File: src/rtl/min_max_job_scheduler_pkg.sv
// rtl/min_max_job_scheduler_pkg.sv - shared constants and state encodings for the min/max job scheduler
package min_max_job_scheduler_pkg;

  localparam int ELEM_W = 8;
  localparam int NELEM  = 16;
  localparam int CNT_W  = $clog2(NELEM);

  typedef logic [4:0] state_t;

  localparam state_t ST_IDLE  = 5'b00001;
  localparam state_t ST_LOAD  = 5'b00010;
  localparam state_t ST_START = 5'b00100;
  localparam state_t ST_WAIT  = 5'b01000;
  localparam state_t ST_RESP  = 5'b10000;

endpackage

File: src/rtl/min_max_job_scheduler_if.sv
// rtl/min_max_job_scheduler_if.sv - bus between the scheduler and the shared min/max finder engine
interface min_max_job_scheduler_if;
  import min_max_job_scheduler_pkg::*;

  logic              Eng_WrEn;
  logic [CNT_W-1:0]  Eng_WrAddr;
  logic [ELEM_W-1:0] Eng_WrData;
  logic              Eng_Start;
  logic              Eng_Done;
  logic [ELEM_W-1:0] Eng_Max;
  logic [ELEM_W-1:0] Eng_Min;

  modport master (
    output Eng_WrEn, Eng_WrAddr, Eng_WrData, Eng_Start,
    input  Eng_Done, Eng_Max, Eng_Min
  );

  modport slave (
    input  Eng_WrEn, Eng_WrAddr, Eng_WrData, Eng_Start,
    output Eng_Done, Eng_Max, Eng_Min
  );

endinterface

File: src/rtl/min_max_job_scheduler_rr_arbiter.sv
// rtl/min_max_job_scheduler_rr_arbiter.sv - combinational round-robin pick of the first request at or above ptr
module rr_arbiter #(
  parameter int NREQ  = 4,
  parameter int IDX_W = $clog2(NREQ)
) (
  input  logic [NREQ-1:0]  Req,
  input  logic [IDX_W-1:0] ptr,
  output logic [NREQ-1:0]  gnt,
  output logic [IDX_W-1:0] idx
);

  logic             found;
  logic [IDX_W-1:0] cand;

  always_comb begin
    gnt   = '0;
    idx   = '0;
    found = 1'b0;
    cand  = '0;
    for (int k = 0; k < NREQ; k++) begin
      cand = IDX_W'((int'(ptr) + k) % NREQ);
      if (!found && Req[cand]) begin
        found     = 1'b1;
        gnt[cand] = 1'b1;
        idx       = cand;
      end
    end
  end

endmodule

File: src/rtl/min_max_job_scheduler.sv
// rtl/min_max_job_scheduler.sv - round-robin sharing of one 16-entry min/max finder among NREQ requesters
module min_max_job_scheduler
  import min_max_job_scheduler_pkg::*;
#(
  parameter int NREQ    = 4,
  parameter int TIMEOUT = 64
) (
  input  logic                Clk,
  input  logic                Reset,
  input  logic [NREQ-1:0]     Req,
  output logic [NREQ-1:0]     Gnt,
  input  logic [ELEM_W-1:0]   Din,
  input  logic                Din_Valid,
  output logic                Busy,
  output logic [NREQ-1:0]     Rsp_Valid,
  output logic [ELEM_W-1:0]   Rsp_Max,
  output logic [ELEM_W-1:0]   Rsp_Min,
  output logic                Rsp_Err,
  min_max_job_scheduler_if.master eng
);

  localparam int IDX_W = $clog2(NREQ);
  localparam int WD_W  = $clog2(TIMEOUT);

  state_t           state;
  logic [CNT_W-1:0] cnt;
  logic [WD_W-1:0]  wd;
  logic [WD_W-1:0]  wd_next;
  logic [IDX_W-1:0] ptr;
  logic [IDX_W-1:0] gidx;
  logic [NREQ-1:0]  arb_gnt;
  logic [IDX_W-1:0] arb_idx;

  rr_arbiter #(.NREQ(NREQ), .IDX_W(IDX_W)) u_arb (
    .Req (Req),
    .ptr (ptr),
    .gnt (arb_gnt),
    .idx (arb_idx)
  );

  assign wd_next = wd + 1'b1;

  always_ff @(posedge Clk or posedge Reset) begin
    if (Reset) begin
      state   <= ST_IDLE;
      Gnt     <= '0;
      gidx    <= '0;
      cnt     <= '0;
      wd      <= '0;
      ptr     <= '0;
      Rsp_Max <= '0;
      Rsp_Min <= '0;
      Rsp_Err <= 1'b0;
    end else begin
      case (state)
        ST_IDLE: begin
          if (|Req) begin
            Gnt   <= arb_gnt;
            gidx  <= arb_idx;
            cnt   <= '0;
            state <= ST_LOAD;
          end
        end
        ST_LOAD: begin
          if (Din_Valid) begin
            cnt <= cnt + 1'b1;
            if (cnt == CNT_W'(NELEM - 1)) state <= ST_START;
          end
        end
        ST_START: begin
          wd    <= '0;
          state <= ST_WAIT;
        end
        ST_WAIT: begin
          wd <= wd_next;
          // Done beats a simultaneous expiry; expiry lands RESP TIMEOUT cycles after Start
          if (eng.Eng_Done) begin
            Rsp_Max <= eng.Eng_Max;
            Rsp_Min <= eng.Eng_Min;
            Rsp_Err <= 1'b0;
            state   <= ST_RESP;
          end else if (wd_next == WD_W'(TIMEOUT - 1)) begin
            Rsp_Max <= '0;
            Rsp_Min <= '0;
            Rsp_Err <= 1'b1;
            state   <= ST_RESP;
          end
        end
        ST_RESP: begin
          ptr   <= (gidx == IDX_W'(NREQ - 1)) ? '0 : gidx + 1'b1;
          Gnt   <= '0;
          state <= ST_IDLE;
        end
        default: begin
          Gnt   <= '0;
          state <= ST_IDLE;
        end
      endcase
    end
  end

  assign Busy           = (state != ST_IDLE);
  assign Rsp_Valid      = (state == ST_RESP) ? Gnt : '0;
  assign eng.Eng_Start  = (state == ST_START);
  assign eng.Eng_WrEn   = (state == ST_LOAD) && Din_Valid;
  assign eng.Eng_WrAddr = cnt;
  assign eng.Eng_WrData = Din;

endmodule
File: src/flat_wrapper.sv
// flat-port wrapper written by rule: the top's interface ports become plain ports
module min_max_job_scheduler_flat import min_max_job_scheduler_pkg::*;
#(
  parameter int NREQ    = 4,
  parameter int TIMEOUT = 64
)
  (Clk, Reset, Req, Gnt, Din, Din_Valid, Busy, Rsp_Valid, Rsp_Max, Rsp_Min, Rsp_Err, eng_Eng_WrEn, eng_Eng_WrAddr, eng_Eng_WrData, eng_Eng_Start, eng_Eng_Done, eng_Eng_Max, eng_Eng_Min);
  min_max_job_scheduler_if eng_i ();
  input  logic Clk;
  input  logic Reset;
  input  logic [NREQ-1:0] Req;
  output logic [NREQ-1:0] Gnt;
  input  logic [ELEM_W-1:0] Din;
  input  logic Din_Valid;
  output logic Busy;
  output logic [NREQ-1:0] Rsp_Valid;
  output logic [ELEM_W-1:0] Rsp_Max;
  output logic [ELEM_W-1:0] Rsp_Min;
  output logic Rsp_Err;
  output wire logic [$bits(eng_i.Eng_WrEn)-1:0] eng_Eng_WrEn;
  output wire logic [$bits(eng_i.Eng_WrAddr)-1:0] eng_Eng_WrAddr;
  output wire logic [$bits(eng_i.Eng_WrData)-1:0] eng_Eng_WrData;
  output wire logic [$bits(eng_i.Eng_Start)-1:0] eng_Eng_Start;
  input wire logic [$bits(eng_i.Eng_Done)-1:0] eng_Eng_Done;
  input wire logic [$bits(eng_i.Eng_Max)-1:0] eng_Eng_Max;
  input wire logic [$bits(eng_i.Eng_Min)-1:0] eng_Eng_Min;
  assign eng_Eng_WrEn = eng_i.Eng_WrEn;
  assign eng_Eng_WrAddr = eng_i.Eng_WrAddr;
  assign eng_Eng_WrData = eng_i.Eng_WrData;
  assign eng_Eng_Start = eng_i.Eng_Start;
  assign eng_i.Eng_Done = eng_Eng_Done;
  assign eng_i.Eng_Max = eng_Eng_Max;
  assign eng_i.Eng_Min = eng_Eng_Min;
  min_max_job_scheduler #(.NREQ(NREQ), .TIMEOUT(TIMEOUT)) u_core (.Clk(Clk), .Reset(Reset), .Req(Req), .Gnt(Gnt), .Din(Din), .Din_Valid(Din_Valid), .Busy(Busy), .Rsp_Valid(Rsp_Valid), .Rsp_Max(Rsp_Max), .Rsp_Min(Rsp_Min), .Rsp_Err(Rsp_Err), .eng(eng_i));
endmodule
File: config.mk
export PLATFORM = sky130hd
export DESIGN_NAME = min_max_job_scheduler_flat
export DESIGN_NICKNAME = d
export VERILOG_FILES = /design/src/rtl/min_max_job_scheduler_pkg.sv /design/src/rtl/min_max_job_scheduler_if.sv /design/src/rtl/min_max_job_scheduler_rr_arbiter.sv /design/src/rtl/min_max_job_scheduler.sv /design/src/flat_wrapper.sv
export SDC_FILE = /design/constraint.sdc
export NUM_CORES = 1
export LEC_CHECK = 0
export BUFFER_PORTS_ARGS = -buffer_cell sky130_fd_sc_hd__clkbuf_2
export CAP_MARGIN = 20
export CORE_MARGIN = 4
export CORE_UTILIZATION = 53
export CTS_BUF_LIST = sky130_fd_sc_hd__clkbuf_8
export CTS_CLUSTER_DIAMETER = 50
export DETAILED_ROUTE_END_ITERATION = 12
export PLACE_DENSITY = 0.89
export SETUP_SLACK_MARGIN = 0.02
export SYNTH_ARGS = -nofsm -noshare
export SYNTH_HDL_FRONTEND = slang
export SYNTH_SLANG_ARGS = --single-unit
File: constraint.sdc
create_clock -name Clk -period 2.95 [get_ports Clk]
set_clock_uncertainty 0.15 [all_clocks]
set_input_delay 0.295 -clock Clk [delete_from_list [all_inputs] [get_ports Clk]]
set_output_delay 0.295 -clock Clk [all_outputs]
set_load 0.01 [all_outputs]
# == After elaboration in Yosys (flattened, before gate mapping) ==
# Cells that the tools add are included.
# Widths: inputs -> output; s select.
# totals
register_bits,40
latchBits,0
ram_bits,0
romBits,0
input_bits,32
elab_cells,107
memories,0
# classes
n_addsub,6
multipliers,0
div,0
order_cmp,8
n_eq_ne,13
shifts,0
muxes,46
n_bitwise,4
reduce_logical,21
# ops
operator,count
$mux 4,8
$mux 5,5
$mux 8,3
$pmux 5 s4,1
$pmux 4 s2,2
$mux 1,13
$lt 2x3->1 const B,4
$or 4x4->4,3
$pmux 6 s2,1
$mux 2,5
$bmux 1 s2,4
$demux 1 s2,4
$ge 2x1->1 const B,4
$logic_and 1x1->1,8
$add 6x1->6 const B,1
$eq 6x6->1 const B,1
$reduce_and 2->1,3
$reduce_bool 2->1,3
$eq 5x1->1 const B,1
$eq 5x2->1 const B,1
$eq 5x3->1 const B,1
$eq 5x4->1 const B,1
$eq 5x5->1 const B,1
$ne 5x1->1 const B,1
14 further kinds,19

# == Depth between registers and ports, before layout ==
# Gate-level depths: netlist of run 1.
# logic_depth
ltp_word,14
ltp_mapped,8
ltp_nobuf,6

# == Modules after synthesis ==
# From an unflattened synthesis of run 1, not the netlist that was laid out.
# unflattened
hier_cells,222
hier_area_um2,2348.5
# modules_own_cells
mod,instances,cells_per_inst,area_per_inst_um2,seq_area_each_um2
min_max_job_scheduler,1,176,1929.4,1002.2
rr_arbiter,1,46,419.2,0.0

# == Least setup slack after synthesis of run 1 ==
# OpenSTA, ideal clock, no wires.
# synth_path
kind,register -> register
from,reg u_core.ptr[0]
to,reg u_core.Gnt[1]
setup_time_ns,0.066
arrival_ns,2.480
slack_ns,0.254
stages_incl_launch_ff,9
path_buffers,2
period_less_slack_ns,2.696
cell_sequence,dfrtp_1 -> buf_2 -> inv_1 -> ha_1 -> buf_6 -> mux4_2 -> or3b_1 -> a221oi_1 -> a221o_1
# synth_via
elab_chain_len,14
# synth_lines
item,line,text
start: declaration,min_max_job_scheduler.sv:29,logic [IDX_W-1:0] ptr;
start signal: assignment,min_max_job_scheduler.sv:90,ptr <= (gidx == IDX_W'(NREQ - 1)) ? '0 : gidx + 1'b1;
"parallel branches: the longest is 11 deep, another holds $lt 2x3->1",n/a,
$mux 4 *,min_max_job_scheduler_rr_arbiter.sv:22,if (!found && Req[cand]) begin
$mux 4 *,min_max_job_scheduler.sv:57,if (|Req) begin
$pmux 4 s2 *,min_max_job_scheduler.sv:55,case (state)
end signal: assignment,min_max_job_scheduler.sv:58,Gnt <= arb_gnt;
end: declaration,min_max_job_scheduler.sv:11,"output logic [NREQ-1:0] Gnt,"
# Mark *: on every way between the ends. The select of a mux whose other input is x is not followed.
# A chain may end at the register's enable or synchronous reset.

# == Worst setup path in the final report of run 1 ==
# layout_path
from,reg u_core.ptr[1]
to,reg u_core.Gnt[1]
# Same word-level chain as after synthesis.

==> results.md, run 1 <==
* CTS resizes at 0
* Clock network power share at 16.6%
* Max Freq at 0.376 GHz
* Sinks on the clock net at 40
* Startpoint types: flop
* Register area share after synthesis at 42.4%
* HP Start: eng_Eng_Max[2]
* Hold Fails Final Rpt at 0
* Wire per inst at 15.4 um
* Share of layout cells above drive strength 1 at 26.9%
* CTS Buf Count at 5
* Post-synth top area share at 41.3%
* Rows at 24
* Hold Path End: u_core.Rsp_Max[2]
* Clk root buf: clkbuf_8
* Syn Std Cell Area at 2360 sq um
* Commonest cells after routing, fill and taps aside: clkbuf_2 (55), dfrtp_1 (39), a22o_1 (17), nand2_1 (13)
* Core ar. at 4320 sq um
* Yosys top cell by area: dfrtp_1
* N_diodes at 0
* RSZ-0062 raised after global routing: false
* DRC at 0
* YS warnings at 0
* Logic pwr share at 46.6%
* Clk_lat worst skew at 290 ps
* Reg2Reg Setup Slack at 290 ps
* Placed cell area at 2580 sq um
* R2r startpoint: u_core.ptr[1]
* I/O pin cnt at 72
* Largest delay share family, worst path: multiplexers
* Hold Path Stages at 2
* GP Congestion at 0.829
* CP max stage delay at 620 ps
* Net Sw Frac at 39.9%
* DIE HEIGHT at 74.7 um
* Net Count, Synth at 276
* Crit-path max FO at 10
* Internal power at 1.38 mW
* Total Wirelength at 5090 um
* CTS tree: built
* Cells after synthesis at 233
* Post-Synth Adder-Cell Area at 5.83%
* Hold crit path type: in -> reg
* Vias at 1,960
* DRT iter0 DRCs at 105
* Final worst setup slack at 293 ps
* Status: complete, no violations
* Synth Area in XOR/XNOR at 1.11%
* Die area at 5590 sq um
* Asr flop ratio synth at 100%
* Setup CP Type: reg -> reg
* Non-Filler Instances at 331
* Post-detail-place hpwl at 3720 um
* CTS Buffer Depth at 2
* Peak VDD IR at 415 uV
* Post-synthesis compound-gate area fraction at 19.7%
* First-pass GRT wire length at 8360 um
* Hold slack at 75.1 ps
* Synthesized flop and latch total at 40
* Critical path origin: u_core.ptr[1]
* Slew at the pin with the worst max-slew slack at 624 ps
* Vias in the first global route at 1,815
* Crit-path cells: inv_1, ha_1, mux4_2, or3b_1, a221oi_1, a221o_1
* Mean Syn Cell Area at 10.1 sq um
* Fin util at 62.0%
* Flop pwr share at 36.8%
* Post-synth EDFFs at 0
* CTS H-tree lvls at 2
* Switch Pwr at 0.916 mW
* Final slew viol count at 0
* Nets at 321
* Slew headroom at 58.0%
* Max cap viols at 0
* Worst Path Required at 3030 ps
* Power density cells at 857 nW/um^2
* CP bufs+invs at 1
* Top FF cell, synth: dfrtp_1
* Grt total ovfl at 0
* Crit-path slowest cell: mux4_2
* R2R depth at 6
* GRT Resource Usage Total at 19.3%
* Final period util at 90.1%
* Placed cell count at 322
* Top cells by area, synth: dfrtp_1 (41%), a22o_1 (6.3%), ha_1 (5.8%), buf_4 (3.2%), mux4_2 (2.9%)
* Via/cell ratio at 5.92
* Setup TNS at 0 ps
* Synth Area in Simple Gates at 16.4%
* Worst-path clk slew at 80 ps
* Area Growth Syn to Fin at 13.5%
* Main combinational cell family by area after synthesis: compound AO/OA/AOI/OAI gates
* Worst setup EP type: flop
* Worst reg2reg path endpoint: u_core.Gnt[1]
* Antenna violations before repair at 0
* Initial Util at 54.6%
* Design area at 2680 sq um
* Router iterations before antenna repair at 4
* Worst EP arrival at 2740 ps
* P_leak at 1.36 nW
* Post-layout min period at 2660 ps
* Final setup violation count at 0
* I/O Buffers at 55
* Die width at 74.7 um
* Post-Place Worst Slack at 306 ps
* Total power at 2.29 mW
* Netlist cell types at 44
* Commonest non-fill, non-tap cell in the layout: clkbuf_2
* Final ANT Viol Nets at 0
* Mux cell area share after synthesis at 5.51%
* Largest net degree at the start of global routing at 41
## cells by family (layout without fill, tap and decap cells)
group	Yosys count	after routing
multiplexers	9	9
XOR/XNOR	3	3
flip-flops	40	40
adder cells (fa/ha/maj)	11	11
AND/OR/NAND/NOR	69	69
AO/OA/AOI/OAI	65	65
buffers and inverters	36	82
## synth_stat cells, drive strengths merged, types with 4 or more instances
master   n
inv     13
a22o    17
a221o    5
clkbuf   7
and2     9
mux2i    4
a31oi    5
nand2   13
a21oi   12
a221oi   5
and3     6
or3b     4
o21ai   13
dfrtp   39
ha      11
buf     16
nand3   11
nor2b    4
nor2     7
## worst reg2reg max path, delay by kind of cell, from the launching register on
family,cells,cell delay [ps]
simple gates,1,400
mux,1,620
buf+inv,1,150
fa+ha+maj,1,350
compound gates,2,450
flops,1,480
## layout make-up
type / count / area, sq um
clock buffers: 6 / 82.6
clock inverters: 2 / 10.0
fillers: 361 / 1650
inverters: 13 / 48.8
multi-input cells: 157 / 1150
flip-flops and latches: 40 / 1000
well taps: 52 / 65.1
repair buffers: 61 / 323
## layer usage
metal,wire (um),up-vias,global-route usage [%]
met3,317,9,3.47
met5,0,-,0
met1,2150,956,24.9
met4,94,0,7.91
met2,2520,60,32.1
li1,-,935,-
## power by group through the flow
stage                     Combinational [mW]  Clock [mW]  Sequential [mW]
after global routing                    1.19       0.409            0.869
final                                   1.07       0.380            0.845
after CTS                               1.08       0.387            0.845
after detailed placement                1.07           0            0.856
after floorplan                        0.755           0            0.879
after global placement                  1.03           0            0.845
## sequential cells by signal, summed over array words and instances (netlist names)
signal,cells
u_core.state,5
u_core.Gnt,4
u_core.ptr,2
u_core.wd,6
u_core.eng.Eng_WrAddr,4
u_core.Rsp_Max,8
u_core.Rsp_Min,8
u_core.gidx,2
u_core.Rsp_Err,1
## worst max path at each step
| stage | end | slack, ps | cells past startpoint |
|---|---|---|---|
| final | u_core.Gnt[1] | 290 | 6 |
| after detailed placement | u_core.Gnt[1] | 310 | 6 |
| after global placement | u_core.Gnt[0] | 480 | 6 |
| after CTS | u_core.Gnt[1] | 290 | 6 |
| after global routing | u_core.Gnt[1] | 150 | 6 |
| after floorplan | u_core.Gnt[1] | 250 | 8 |
## repair_timing
action / in CTS / in global routing
endpoints found under the hold margin: 39 / 0
hold buffers: 1 / 0
setup endpoints to repair: 0 / 0
buffers inserted: 0 / 0
No activity file was read; power rests on OpenSTA's default activity.
==> run 2, diff against run 1 <==
--- a/config.mk
+++ b/config.mk
@@ -5,6 +5,7 @@
 export SDC_FILE = /design/constraint.sdc
 export NUM_CORES = 1
 export LEC_CHECK = 0
+export ABC_AREA = 1
 export BUFFER_PORTS_ARGS = -buffer_cell sky130_fd_sc_hd__clkbuf_2
 export CAP_MARGIN = 20
 export CORE_MARGIN = 4
==> run 2 against run 1 <==
Final cell count grew 26%. Hold slack lost 39 ps. Global-route usage grew 0.24 points. Largest cell class unchanged. Design area grew 4.1%. Non-clock buffer count shrank 3. Highest routed layer unchanged. Sequential power grew 8.5%. Die area grew 1.5%.
==> results.md, run 2 <==
* Commonest non-fill, non-tap cell in the layout: nand2_1
* Synth Area in XOR/XNOR at 0%
* DRT iter0 DRCs at 163
* P_leak at 1.56 nW
* Post-CTS Setup Bufs at 0
* Vias at 2,169
* Syn Std Cell Area at 2400 sq um
* Register area share after synthesis at 41.8%
* CTS Buf Count at 5
* Share of layout cells above drive strength 1 at 23.8%
* N_diodes at 0
* Wire per inst at 12.3 um
* Via/cell ratio at 5.19
* GRT Resource Usage Total at 19.5%
* Top cells by area, synth: dfrtp_1 (41%), nand2_1 (18%), nand3_1 (6.0%), inv_1 (5.9%), ha_1 (5.7%)
* Top-count cell post-synth: nand2_1
* Mux cell area share after synthesis at 0%
* Hold Fails Final Rpt at 0
* Setup CP Type: reg -> reg
* Worst-path clk slew at 80 ps
* Final slew viol count at 0
* Status: complete, no violations
* DRC at 0
* Worst Path Required at 3040 ps
* Commonest cells post-synth: nand2_1 (112), dfrtp_1 (39), inv_1 (38), nand3_1 (29)
* Router iterations before antenna repair at 4
* Synthesized flop and latch total at 40
* Post-Place Worst Slack at 680 ps
* RSZ-0062 raised after global routing: false
* Main combinational cell family by area after synthesis: simple AND/OR/NAND/NOR gates
* YS warnings at 0
* Netlist cell types at 33
* Largest net degree at the start of global routing at 18
* GP Congestion at 0.922
* Reg2Reg Setup Slack at 610 ps
* Placed cell area at 2660 sq um
* CTS resizes at 0
* HP Start: eng_Eng_Max[0]
* Commonest cells after routing, fill and taps aside: nand2_1 (112), clkbuf_2 (55), dfrtp_1 (39), inv_1 (38), nand3_1 (29)
* Antenna violations before repair at 0
* I/O Buffers at 55
* Peak VDD IR at 458 uV
* Post-Synth Adder-Cell Area at 5.74%
* Die width at 75.3 um
* Setup TNS at 0 ps
* Max cap viols at 0
* Slew headroom at 53.2%
* Max Freq at 0.428 GHz
* Total Wirelength at 5140 um
* Asr flop ratio synth at 100%
* R2R depth at 10
* Final worst setup slack at 615 ps
* Sinks on the clock net at 40
* Clk root buf: clkbuf_8
* Crit-path max FO at 15
* Worst setup EP type: flop
* Top FF cell, synth: dfrtp_1
* Slew at the pin with the worst max-slew slack at 702 ps
* Net Count, Synth at 354
* Hold Path End: u_core.Rsp_Max[0]
* Grt total ovfl at 0
* Startpoint types: flop
* Final setup violation count at 0
* CTS tree: built
* Design area at 2790 sq um
* Rows at 24
* Cells after synthesis at 311
* Hold slack at 36.6 ps
* Core ar. at 4350 sq um
* Mean Syn Cell Area at 7.72 sq um
* Top flop regs: u_core.Rsp_Max: 8 flops, u_core.Rsp_Min: 8 flops, u_core.wd: 6 flops
* DIE HEIGHT at 75.3 um
* Synth Area in Simple Gates at 34.3%
* Post-synth top area share at 40.7%
* Clk_lat worst skew at 300 ps
* Worst reg2reg path endpoint: u_core.Gnt[1]
* Vias in the first global route at 1,978
* Die area at 5670 sq um
* Post-synthesis compound-gate area fraction at 7.87%
* R2r startpoint: u_core.ptr[0]
* First-pass GRT wire length at 8540 um
* Post-layout min period at 2340 ps
* Area Growth Syn to Fin at 16.2%
* CTS Buffer Depth at 2
* Post-synth EDFFs at 0
* Initial Util at 55.1%
* Post-detail-place hpwl at 3920 um
* Power density cells at 919 nW/um^2
* # hold bufs at CTS at 1
* Hold Path Stages at 3
* Final period util at 79.2%
* Yosys top cell by area: dfrtp_1
* Nets at 408
* Worst EP arrival at 2430 ps
* I/O pin cnt at 72
* Final ANT Viol Nets at 0
* CTS H-tree lvls at 2
* Hold crit path type: in -> reg
## run 2: changes by cell type after synthesis, sizes merged, moves of 6 or more
| cell | previous run | this run |
|---|---|---|
| nand2 | 13 | 122 |
| nor2 | 7 | 14 |
| and3 | 6 | 0 |
| a22o | 17 | 0 |
| buf | 16 | 10 |
| nand3 | 11 | 31 |
| clkbuf | 7 | 1 |
| inv | 13 | 40 |
| and2 | 9 | 0 |
## run 2: worst max-delay path, cell delays in order (launching register included)
cell and delay [ps]:
dfrtp_1 630, inv_2 200, ha_1 420, inv_1 90
nand3_1 90, nand2_1 80, nor2_1 290, a21oi_1 130
nand3_1 90, nand2_1 50, nand2_1 50
## run 2: area by class of cell
type                       instances  area, sq um
fill                             359         1570
multi-input combinational        220         1150
sequential                        40         1000
timing repair buffer              58          300
inverter                          40          150
clock buffer                       6         82.6
tap                               52         65.1
clock inverter                     2         38.8
## run 2: logic make-up (layout without fill, tap and decap cells)
logic type / after synthesis / in the layout
compound gates: 30 / 30
fa+ha+maj: 11 / 11
buf+inv: 51 / 106
flops: 40 / 40
simple gates: 179 / 179
## run 2: power by group
part           internal [mW]  switching (mW)  total (mW)
registers              0.751           0.166       0.917
logic                  0.424           0.746        1.17
clock network          0.277           0.200       0.476
total                   1.45            1.11        2.56
## run 2: routing by layer
| layer | global-route usage, % | share of wire (%) | vias up |
|---|---|---|---|
| met5 | 0 | 0 | - |
| met4 | 6.80 | 1.8 | 0 |
| met3 | 5.94 | 6.8 | 10 |
| met2 | 29.8 | 46 | 67 |
| met1 | 26.5 | 46 | 1005 |
| li1 | - | - | 1087 |
## run 2: worst max-delay path by stage
stage,startpoint,end,slack (ps)
finish,u_core.ptr[0],u_core.Gnt[1],610
CTS,u_core.ptr[0],u_core.Gnt[1],650
detailed placement,u_core.ptr[0],u_core.Gnt[1],680
global route,u_core.ptr[0],u_core.Gnt[1],350
floorplan,u_core.ptr[1],u_core.Gnt[0],1160
global placement,u_core.ptr[0],u_core.Gnt[3],750
## run 2: stage by stage
stage | instances | util [%] | total power, mW
finish | 418 | 64.0 | 2.56
global route | 418 | 64.0 | 2.79
CTS | 418 | 64.0 | 2.57
detailed placement | 409 | 61.0 | 2.09
global placement | 409 | 61.0 | 2.05
floorplan | 311 | - | 1.74
